### src/rtl/psum_reduce_pkg.sv
// Shared encodings for the partial-sum reduction block: operating modes,
// accumulator FSM states and the adder-tree depth helper.
package psum_reduce_pkg;

  typedef enum logic [1:0] {
    MODE_REDUCE   = 2'd0,
    MODE_ADD_PSUM = 2'd1,
    MODE_ACCUM    = 2'd2,
    MODE_RSVD     = 2'd3
  } mode_e;

  typedef enum logic {
    ST_IDLE = 1'b0,
    ST_OPEN = 1'b1
  } acc_state_e;

  // Number of pairwise adder levels needed to fold n words into one.
  function automatic int unsigned clog2(input int unsigned n);
    int unsigned r;
    r = 0;
    while ((32'd1 << r) < n) r = r + 1;
    return r;
  endfunction

endpackage

### src/rtl/lane_add.sv
// One lane adder: two's-complement add that either wraps or clamps to the
// signed range of the lane.
module lane_add #(
  parameter int unsigned ELEM_W = 16,
  parameter int unsigned SAT    = 0
) (
  input  logic [ELEM_W-1:0] i_a,
  input  logic [ELEM_W-1:0] i_b,
  output logic [ELEM_W-1:0] o_sum_c
);

  logic [ELEM_W:0] w_full;

  assign w_full = {i_a[ELEM_W-1], i_a} + {i_b[ELEM_W-1], i_b};

  // Overflow shows up as the two top bits of the sign-extended sum disagreeing.
  always_comb begin
    o_sum_c = w_full[ELEM_W-1:0];
    if ((SAT != 0) && (w_full[ELEM_W] != w_full[ELEM_W-1])) begin
      o_sum_c = w_full[ELEM_W] ? {1'b1, {(ELEM_W-1){1'b0}}}
                               : {1'b0, {(ELEM_W-1){1'b1}}};
    end
  end

endmodule

### src/rtl/psum_reduce.sv
// Lane-wise reduction of NUM_PE PE output words through a registered adder
// tree, followed by a final stage that passes, adds a partial sum, or accumulates.
module psum_reduce
  import psum_reduce_pkg::*;
#(
  parameter int unsigned NUM_PE = 8,
  parameter int unsigned DATA_W = 64,
  parameter int unsigned ELEM_W = 16,
  parameter int unsigned SAT    = 0,
  parameter int unsigned CNT_W  = 8
) (
  input  logic                     clk,
  input  logic                     rst_n,
  input  logic                     in_valid,
  output logic                     in_ready,
  input  logic [NUM_PE*DATA_W-1:0] pe_data,
  input  logic [DATA_W-1:0]        psum_in,
  input  logic [1:0]               mode,
  input  logic [CNT_W-1:0]         acc_len,
  input  logic                     clear,
  output logic                     out_valid,
  input  logic                     out_ready,
  output logic [DATA_W-1:0]        out_data,
  output logic                     busy
);

  localparam int unsigned LANES   = DATA_W / ELEM_W;
  localparam int unsigned DEPTH   = clog2(NUM_PE);
  localparam int unsigned TREE_W  = (NUM_PE - 1) * DATA_W;
  localparam int unsigned LVL_W   = (2 * NUM_PE - 1) * DATA_W;
  localparam int unsigned MODE_PW = 2 * DEPTH;
  localparam int unsigned PSUM_PW = DATA_W * DEPTH;
  localparam int unsigned FIN_OFF = (2 * NUM_PE - 2) * DATA_W;

  // Tree levels packed back to back: level s holds NUM_PE>>s words.
  logic [TREE_W-1:0]  r_tree;
  logic [TREE_W-1:0]  w_tree_nxt;
  logic [LVL_W-1:0]   w_lvl;
  logic [DEPTH-1:0]   r_vld;
  logic [MODE_PW-1:0] r_mode;
  logic [PSUM_PW-1:0] r_psum;

  acc_state_e         r_state, w_nxt_state;
  logic [CNT_W-1:0]   r_cnt, w_nxt_cnt;
  logic [CNT_W-1:0]   r_len, w_nxt_len;
  logic [DATA_W-1:0]  r_acc, w_nxt_acc;
  logic               r_out_valid, w_nxt_out_valid;
  logic [DATA_W-1:0]  r_out_data, w_nxt_out_data;

  logic [DATA_W-1:0]  w_top;
  logic [DATA_W-1:0]  w_fin_b;
  logic [DATA_W-1:0]  w_fin_sum;
  logic [1:0]         w_mode_d;
  logic [DATA_W-1:0]  w_psum_d;
  logic               w_vld_d;
  logic               w_is_acc;
  logic               w_is_add;
  logic               w_slot;
  logic               w_split;
  logic               w_adv;

  assign w_lvl = {r_tree, pe_data};

  for (genvar s = 1; s <= DEPTH; s++) begin : g_lvl
    localparam int unsigned N_OUT   = NUM_PE >> s;
    localparam int unsigned IN_OFF  = 2 * NUM_PE - 2 * (NUM_PE >> (s - 1));
    localparam int unsigned OUT_OFF = NUM_PE - 2 * N_OUT;
    for (genvar j = 0; j < N_OUT; j++) begin : g_word
      for (genvar l = 0; l < LANES; l++) begin : g_lane
        lane_add #(.ELEM_W(ELEM_W), .SAT(SAT)) u_add (
          .i_a    (w_lvl[(IN_OFF + 2*j) * DATA_W + l * ELEM_W +: ELEM_W]),
          .i_b    (w_lvl[(IN_OFF + 2*j + 1) * DATA_W + l * ELEM_W +: ELEM_W]),
          .o_sum_c(w_tree_nxt[(OUT_OFF + j) * DATA_W + l * ELEM_W +: ELEM_W])
        );
      end
    end
  end

  assign w_top    = w_lvl[FIN_OFF +: DATA_W];
  assign w_mode_d = r_mode[MODE_PW-1 -: 2];
  assign w_psum_d = r_psum[PSUM_PW-1 -: DATA_W];
  assign w_vld_d  = r_vld[DEPTH-1];
  assign w_is_acc = (w_mode_d == MODE_ACCUM);
  assign w_is_add = (w_mode_d == MODE_ADD_PSUM);
  assign w_fin_b  = w_is_add ? w_psum_d : (w_is_acc ? r_acc : '0);

  for (genvar l = 0; l < LANES; l++) begin : g_fin
    lane_add #(.ELEM_W(ELEM_W), .SAT(SAT)) u_add (
      .i_a    (w_top[l * ELEM_W +: ELEM_W]),
      .i_b    (w_fin_b[l * ELEM_W +: ELEM_W]),
      .o_sum_c(w_fin_sum[l * ELEM_W +: ELEM_W])
    );
  end

  // A non-ACCUM beat meeting an open group spends one frozen cycle flushing the group first.
  assign w_slot   = !r_out_valid || out_ready;
  assign w_split  = w_vld_d && (r_state == ST_OPEN) && !w_is_acc;
  assign w_adv    = w_slot && !w_split;
  assign in_ready = w_adv;

  always_ff @(posedge clk or negedge rst_n) begin
    if (!rst_n) begin
      r_vld  <= '0;
      r_tree <= '0;
      r_mode <= '0;
      r_psum <= '0;
    end else if (clear) begin
      r_vld <= '0;
    end else if (w_adv) begin
      r_vld  <= DEPTH'({r_vld, in_valid});
      r_tree <= w_tree_nxt;
      r_mode <= MODE_PW'({r_mode, mode});
      r_psum <= PSUM_PW'({r_psum, psum_in});
    end
  end

  // Final stage and accumulator group control.
  always_comb begin
    w_nxt_state     = r_state;
    w_nxt_cnt       = r_cnt;
    w_nxt_len       = r_len;
    w_nxt_acc       = r_acc;
    w_nxt_out_valid = r_out_valid;
    w_nxt_out_data  = r_out_data;
    if (clear) begin
      w_nxt_state     = ST_IDLE;
      w_nxt_cnt       = '0;
      w_nxt_acc       = '0;
      w_nxt_out_valid = 1'b0;
    end else if (w_slot) begin
      w_nxt_out_valid = 1'b0;
      if (w_split) begin
        w_nxt_out_valid = 1'b1;
        w_nxt_out_data  = r_acc;
        w_nxt_acc       = '0;
        w_nxt_cnt       = '0;
        w_nxt_state     = ST_IDLE;
      end else if (w_vld_d) begin
        if (!w_is_acc) begin
          w_nxt_out_valid = 1'b1;
          w_nxt_out_data  = w_fin_sum;
        end else if (r_state == ST_IDLE) begin
          if (acc_len > CNT_W'(1)) begin
            w_nxt_state = ST_OPEN;
            w_nxt_len   = acc_len;
            w_nxt_cnt   = CNT_W'(1);
            w_nxt_acc   = w_fin_sum;
          end else begin
            w_nxt_out_valid = 1'b1;
            w_nxt_out_data  = w_fin_sum;
          end
        end else if (r_cnt == r_len - CNT_W'(1)) begin
          w_nxt_out_valid = 1'b1;
          w_nxt_out_data  = w_fin_sum;
          w_nxt_acc       = '0;
          w_nxt_cnt       = '0;
          w_nxt_state     = ST_IDLE;
        end else begin
          w_nxt_acc = w_fin_sum;
          w_nxt_cnt = r_cnt + CNT_W'(1);
        end
      end
    end
  end

  always_ff @(posedge clk or negedge rst_n) begin
    if (!rst_n) begin
      r_state     <= ST_IDLE;
      r_cnt       <= '0;
      r_len       <= '0;
      r_acc       <= '0;
      r_out_valid <= 1'b0;
      r_out_data  <= '0;
    end else begin
      r_state     <= w_nxt_state;
      r_cnt       <= w_nxt_cnt;
      r_len       <= w_nxt_len;
      r_acc       <= w_nxt_acc;
      r_out_valid <= w_nxt_out_valid;
      r_out_data  <= w_nxt_out_data;
    end
  end

  assign out_valid = r_out_valid;
  assign out_data  = r_out_data;
  assign busy      = (|r_vld) || r_out_valid || (r_state == ST_OPEN);

endmodule

### config.mk
export PLATFORM = sky130hd
export DESIGN_NAME = psum_reduce
export DESIGN_NICKNAME = d
export VERILOG_FILES = /design/src/rtl/psum_reduce_pkg.sv /design/src/rtl/lane_add.sv /design/src/rtl/psum_reduce.sv
export SDC_FILE = /design/constraint.sdc
export NUM_CORES = 2
export LEC_CHECK = 0
export ABC_CLOCK_PERIOD_IN_PS = 6250
export CORE_MARGIN = 4
export CORE_UTILIZATION = 45
export DETAILED_ROUTE_END_ITERATION = 10
export GPL_TIMING_DRIVEN = 0
export PLACE_DENSITY = 0.76
export SLEW_MARGIN = 20
export SYNTH_ARGS = -nofsm -noshare
export SYNTH_HDL_FRONTEND = slang
export SYNTH_SLANG_ARGS = --single-unit
### constraint.sdc
create_clock -name clk -period 6.25 [get_ports clk]
set_input_delay 1.5625 -clock clk [delete_from_list [all_inputs] [get_ports clk]]
set_output_delay 1.5625 -clock clk [all_outputs]
set_load 0.01 [all_outputs]
-- Word-level counts from Yosys, hierarchy flattened
Cells that the tools add are included.
- add/sub/neg operators: 34
- magnitude comparators: 1
- eq/ne operators: 5
- multiplexer cells: 42
- bitwise operators: 3
- reduce and logical (&&, ||, !) cells: 21
- operators with widths (operator ; count):
    $mux 64 ; 16
    $add 16x16->16 ; 32
    $mux 8 ; 8
    $mux 1 ; 16
    $add 8x1->8 const B ; 1
    $eq 8x8->1 ; 1
    $gt 8x1->1 const B ; 1
    $sub 8x1->8 const B ; 1
    $reduce_and 7->1 ; 1
    $mux 3 ; 2
    $reduce_bool 2->1 ; 3
    $reduce_bool 3->1 ; 2
    $reduce_and 5->1 ; 1
    $ne 4x2->1 const B ; 1
    $ne 4x4->1 const B ; 1
    $reduce_and 4->1 ; 1
    $reduce_bool 4->1 ; 1
    $logic_and 1x1->1 ; 3
    $logic_not 1->1 ; 3
    $logic_or 1x1->1 ; 3
    $not 1->1 ; 3
    $reduce_and 3->1 ; 1
    $reduce_or 3->1 ; 1
    $eq 2x1->1 const B ; 1
    2 further kinds ; 2
- flip-flop bits (word level): 795
- logic and storage cells: 116

-- Logic depth before layout (Yosys ltp)
- depth in word-level cells: 11
- depth in mapped cells: 15
- depth with buffers taken out: 13

-- Cells and area by module
A second synthesis with hierarchy kept.
- cell total of the unflattened synthesis: 5251
- area total of the unflattened synthesis: 55110.4 µm²
- modules (own cells, without submodules) (module ; instances ; cells each ; area an instance (µm²) ; seq. area each (µm²)):
    psum_reduce ; 1 ; 2072 ; 31078.6 ; 19894.1
    lane_add (g_fin[1].u_add ...) ; 14 ; 98 ; 724.4 ; 0.0
    lane_add (g_lvl[1].g_word[3].g_lane[2].u_add ...) ; 10 ; 98 ; 747.0 ; 0.0
    lane_add (g_lvl[2].g_word[1].g_lane[2].u_add ...) ; 4 ; 104 ; 805.8 ; 0.0
    lane_add (g_lvl[1].g_word[0].g_lane[0].u_add ...) ; 2 ; 107 ; 853.3 ; 0.0
    lane_add (g_fin[0].u_add) ; 1 ; 101 ; 745.7 ; 0.0
    lane_add (g_fin[3].u_add) ; 1 ; 96 ; 744.5 ; 0.0

-- Least setup slack after synthesis
No wires, ideal clock.
- kind: input to register
- start: input pe_data[128]
- end: register r_tree[78]
- library setup time: 133 ps
- arrival: 3648 ps
- required time: 6117 ps
- path slack: 2469 ps
- stages on the path: 11
- path buffers: 0
- cell sequence: ha_1 -> inv_1 -> fa_1 -> nor2b_1 -> o31a_1 -> o311ai_0 -> a31oi_1 -> or4_1 -> a31oi_1 -> xor2_1 -> o21ai_0
- cells in the longest elaborated chain, start to end: 1
- ends and longest elaborated chain (item ; RTL line ; RTL):
    from (decl) ; psum_reduce.sv:16 ; input logic [NUM_PE*DATA_W-1:0] pe_data,
    $add 16x16->16 ; lane_add.sv:14 ; assign w_full = {i_a[ELEM_W-1], i_a} + {i_b[ELEM_W-1], i_b};
    to (signal assigned) ; psum_reduce.sv:111 ; r_tree <= w_tree_nxt;
    to (decl) ; psum_reduce.sv:36 ; logic [TREE_W-1:0] r_tree;
Every way passes these cells.
A chain may end at the register's enable or synchronous reset.

-- Final worst setup path
- start: register r_mode[5]
- end: register r_out_data[28] (netlist: out_data[28])
- cells in the longest elaborated chain, start to end: 9
- elaborated cells on any way between the ends: 17
- classes of those cells: add/sub (1); eq/ne (4); mux (8); reduce/logical (4)
- ends and longest elaborated chain (item ; RTL line ; RTL):
    from (decl) ; psum_reduce.sv:40 ; logic [MODE_PW-1:0] r_mode;
    from (signal assigned) ; psum_reduce.sv:112 ; r_mode <= MODE_PW'({r_mode, mode});
    $eq 2x2->1 ; psum_reduce.sv:83 ; assign w_is_acc = (w_mode_d == MODE_ACCUM);
    $mux 64 (2 in a row) ; psum_reduce.sv:85 ; assign w_fin_b = w_is_add ? w_psum_d : (w_is_acc ? r_acc : '0);
    $add 16x16->16 ; lane_add.sv:14 ;
    $mux 64, on equally long branches ; psum_reduce.sv:143, psum_reduce.sv:152 ;
    $mux 64 ; psum_reduce.sv:142 ; end else if (r_state == ST_IDLE) begin
    $mux 64 ; psum_reduce.sv:139 ; if (!w_is_acc) begin
    $mux 64 ; psum_reduce.sv:138 ; end else if (w_vld_d) begin
    $mux 64 ; psum_reduce.sv:132 ; if (w_split) begin
    to (signal assigned) ; psum_reduce.sv:180 ; r_out_data <= w_nxt_out_data;
    to (decl) ; psum_reduce.sv:48 ; logic [DATA_W-1:0] r_out_data, w_nxt_out_data;
Parallel ways exist; a longest one is shown, timed or not. The select of a mux whose other input is x is not followed.

==> results.toml <==
[min_path]
min_path_cells = 2
hp-class = "flip-flop to flip-flop"
holdPathEnd = "r_psum[91]"
worstHoldStart = "r_psum[27]"

[synth]
yosysMostFrequentCell = "nand2_1"
synth-edff-count = 0
synth.area.top_cells = "dfrtp_1, ha_1, nand2_1"
ys_seq_area_share_pct = 39.36
synthArstFlopShare_pct = 100.0
synth.avg_cell_area_um2 = 8.814
synth_top_cell_area_share_pct = 39.36
yosysTopAreaCell = "dfrtp_1"
synth_cells = 5734
synth_common_cells = "nand2_1, dfrtp_1, o21ai_0"
synth_flop_cell = "dfrtp_1"
syn_nets = 6848
synth_cell_types = 73
syn_area_um2 = 50540
ys_seq_elements = 795
yosysWarnings = 0

[sta]
slew_headroom_pct = 23.07
tightest_slew_ns = 1.154
holdWs_ns = 0.4687
setup_violations = 0
min_period_over_period_pct = 85.73
rsz0062_at_grt = "false"
fin_crit_ns = 5.358
finalSetupTns_ns = 0
fmax_ghz = 0.1866
clock-skew-final_ns = 0.02871
drv_slew = 0
hold_violations = 0

[place]
io_buffers = 657
dp.cells = 7888
gp_congestion = 0.9547
dp_hpwl_um = 135200

[die]
rows = 122
dieArea_um2 = 117700
fp.dieH_um = 343.1
initial_core_util_pct = 45.48
ios = 658
core_um2 = 111100
die_w_um = 343.1

[clock_network]
ctsHoldBuffers = 0
cts.reportedPaths.clkPinSlew_ns = 0.06
post_cts_resized = 0
cts_inserted_buffers = 86
clock_latency_ns = 0.66
cts_sinks = 795
cts_max_level = 3
cts_tree = "built"
cts-root-buf = "clkbuf_16"
cts_setup_buffers = 0
cts_buffer_depth = 3

[layout]
fin_cells = 8048
fillers = 9952
drive_gt1_share_pct = 3.737
layout.area.seq_um2 = 19890
areaGrowthSynthToFinish_pct = 22.95
nets = 7602
multiInputGateArea_um2 = 29000

[power]
power.switching_mw = 8.711
p_comb_share_pct = 40.9
internal_power_mw = 13.37
pwr-share-clk_pct = 23.9
p_leak_nw = 28.73
finalPower_mw = 22.08
swShare_pct = 39.44
seq_power_share_pct = 35.2
p_per_area_nw_per_um2 = 355.4
vdd_drop_max_v = 0.0002636

[setup_path]
reg2reg_depth = 14
cp-startpoint = "r_mode[5]"
worstReg2RegStart = "r_mode[5]"
critPathKind = "flip-flop to flip-flop"
cp.arrival_ns = 5.92
r2r_end = "out_data[28]"
worstPathMaxFanout = 10
critPathLaunchType = "flip-flop"
cp.required_ns = 6.81
endpoint_kind = "flip-flop"
r2r_slack_ns = 0.89

[global_routing]
grt_pass1_wl_um = 256000
antenna_found_initial = 10
grt_usage_pct = 28.12
overflow = 0
grt_pass1_vias = 44530
grt_max_degree = 101

[drt]
drt_iter0_markers = 3521
wire_per_inst_um = 21.18
ant_nets = 0
routed_wirelength_um = 170500
vias = 45420
dr.pass1.iters = 6
drc = 0
routed_via_density = 5.644

[outcome]
status = "finished clean"

[job]
cap_viol_max_count = 0
-- metal layers --
layer  global-route usage [%]  vias up  wire length [µm]
met5                        0        -                74
met4                    12.60       12              8546
met3                    4.336      358             11520
met2                    47.95     1657             81340
met1                    35.30    21750             68990
li1                         -    21640                 -
-- cell type report --
type	instances	share of cell area [%]
Tap cell	1488	2.996
Inverter	200	1.208
Clock inverter	35	0.6625
Multi-Input combinational cell	4532	46.66
Buffer	207	1.476
Clock buffer	121	3.969
Timing Repair Buffer	666	10.99
Antenna cell	4	0.01611
Sequential cell	795	32.02
-- worst max-delay path, stage by stage, from the launching register on --
cell	delay, ns
dfrtp_1	0.45
nor2b_1	0.59
clkbuf_1	0.63
clkbuf_1	0.61
a22o_1	0.26
ha_1	0.28
inv_1	0.10
fa_1	0.44
nor2b_1	0.18
o31ai_1	0.11
a21oi_1	0.26
o211ai_1	0.19
o311ai_0	0.82
nand2_1	0.14
a31oi_1	0.20
-- flip-flops by register name, indices dropped and copies added, names as in the netlist, 3 cells and up --
| name | count |
|---|---|
| r_vld | 3 |
| r_acc | 64 |
| r_mode | 6 |
| r_len | 8 |
| r_psum | 192 |
| r_tree | 448 |
| out_data | 64 |
| r_cnt | 8 |
-- power groups by stage --
stage / Sequential (mW) / Clock (mW) / Combinational, mW
final: 7.77 / 5.27 / 9.04
after CTS: 7.72 / 5.31 / 8.96
after global routing: 7.84 / 5.52 / 9.98
after global placement: 7.79 / 0 / 8.68
after detailed placement: 7.80 / 0 / 8.89
after floorplan: 7.17 / 0 / 5.81
-- kinds of logic after synthesis --
kind of cell | Yosys count | synth area share [%]
xor+xnor | 411 | 7.123
buf+inv | 407 | 3.273
fa+ha+maj | 523 | 13.42
flops | 795 | 39.36
mux | 26 | 0.5447
compound gates | 1549 | 19.05
simple gates | 2023 | 17.23
-- through the flow --
stage               instance area (µm²)  worst slack, ns  utilization, %
floorplan                         50540            2.469               -
global placement                  58980           -31.67           53.07
detailed placement                59250           0.7305           53.31
CTS                               62120            1.106           55.90
global route                      62130           0.7964           55.91
finish                            62140           0.8921           55.91
-- cells in the final DEF, fill, tap and decap left out, types with 97 or more instances in the layout --
cell             count
nand2_1           1336
dfrtp_1            795
clkdlybuf4s50_1    656
o21ai_0            605
ha_1               491
a21oi_1            279
nor2_1             254
xnor2_1            208
xor2_1             203
inv_1              200
clkbuf_1           159
a31oi_1            114
a21o_1             112
nand2b_1           111
a22o_1              97
-- worst max path at each step --
stage / end / slack [ns] / depth (start not counted)
global route: out_data[28] / 0.80 / 14
global placement: r_tree[100] / -31.67 / 1
finish: out_data[28] / 0.89 / 14
floorplan: r_tree[78] / 2.47 / 11
detailed placement: r_tree[212] / 0.73 / 11
CTS: out_data[28] / 1.11 / 14
Note: power is estimated with default switching activity, not from simulation.
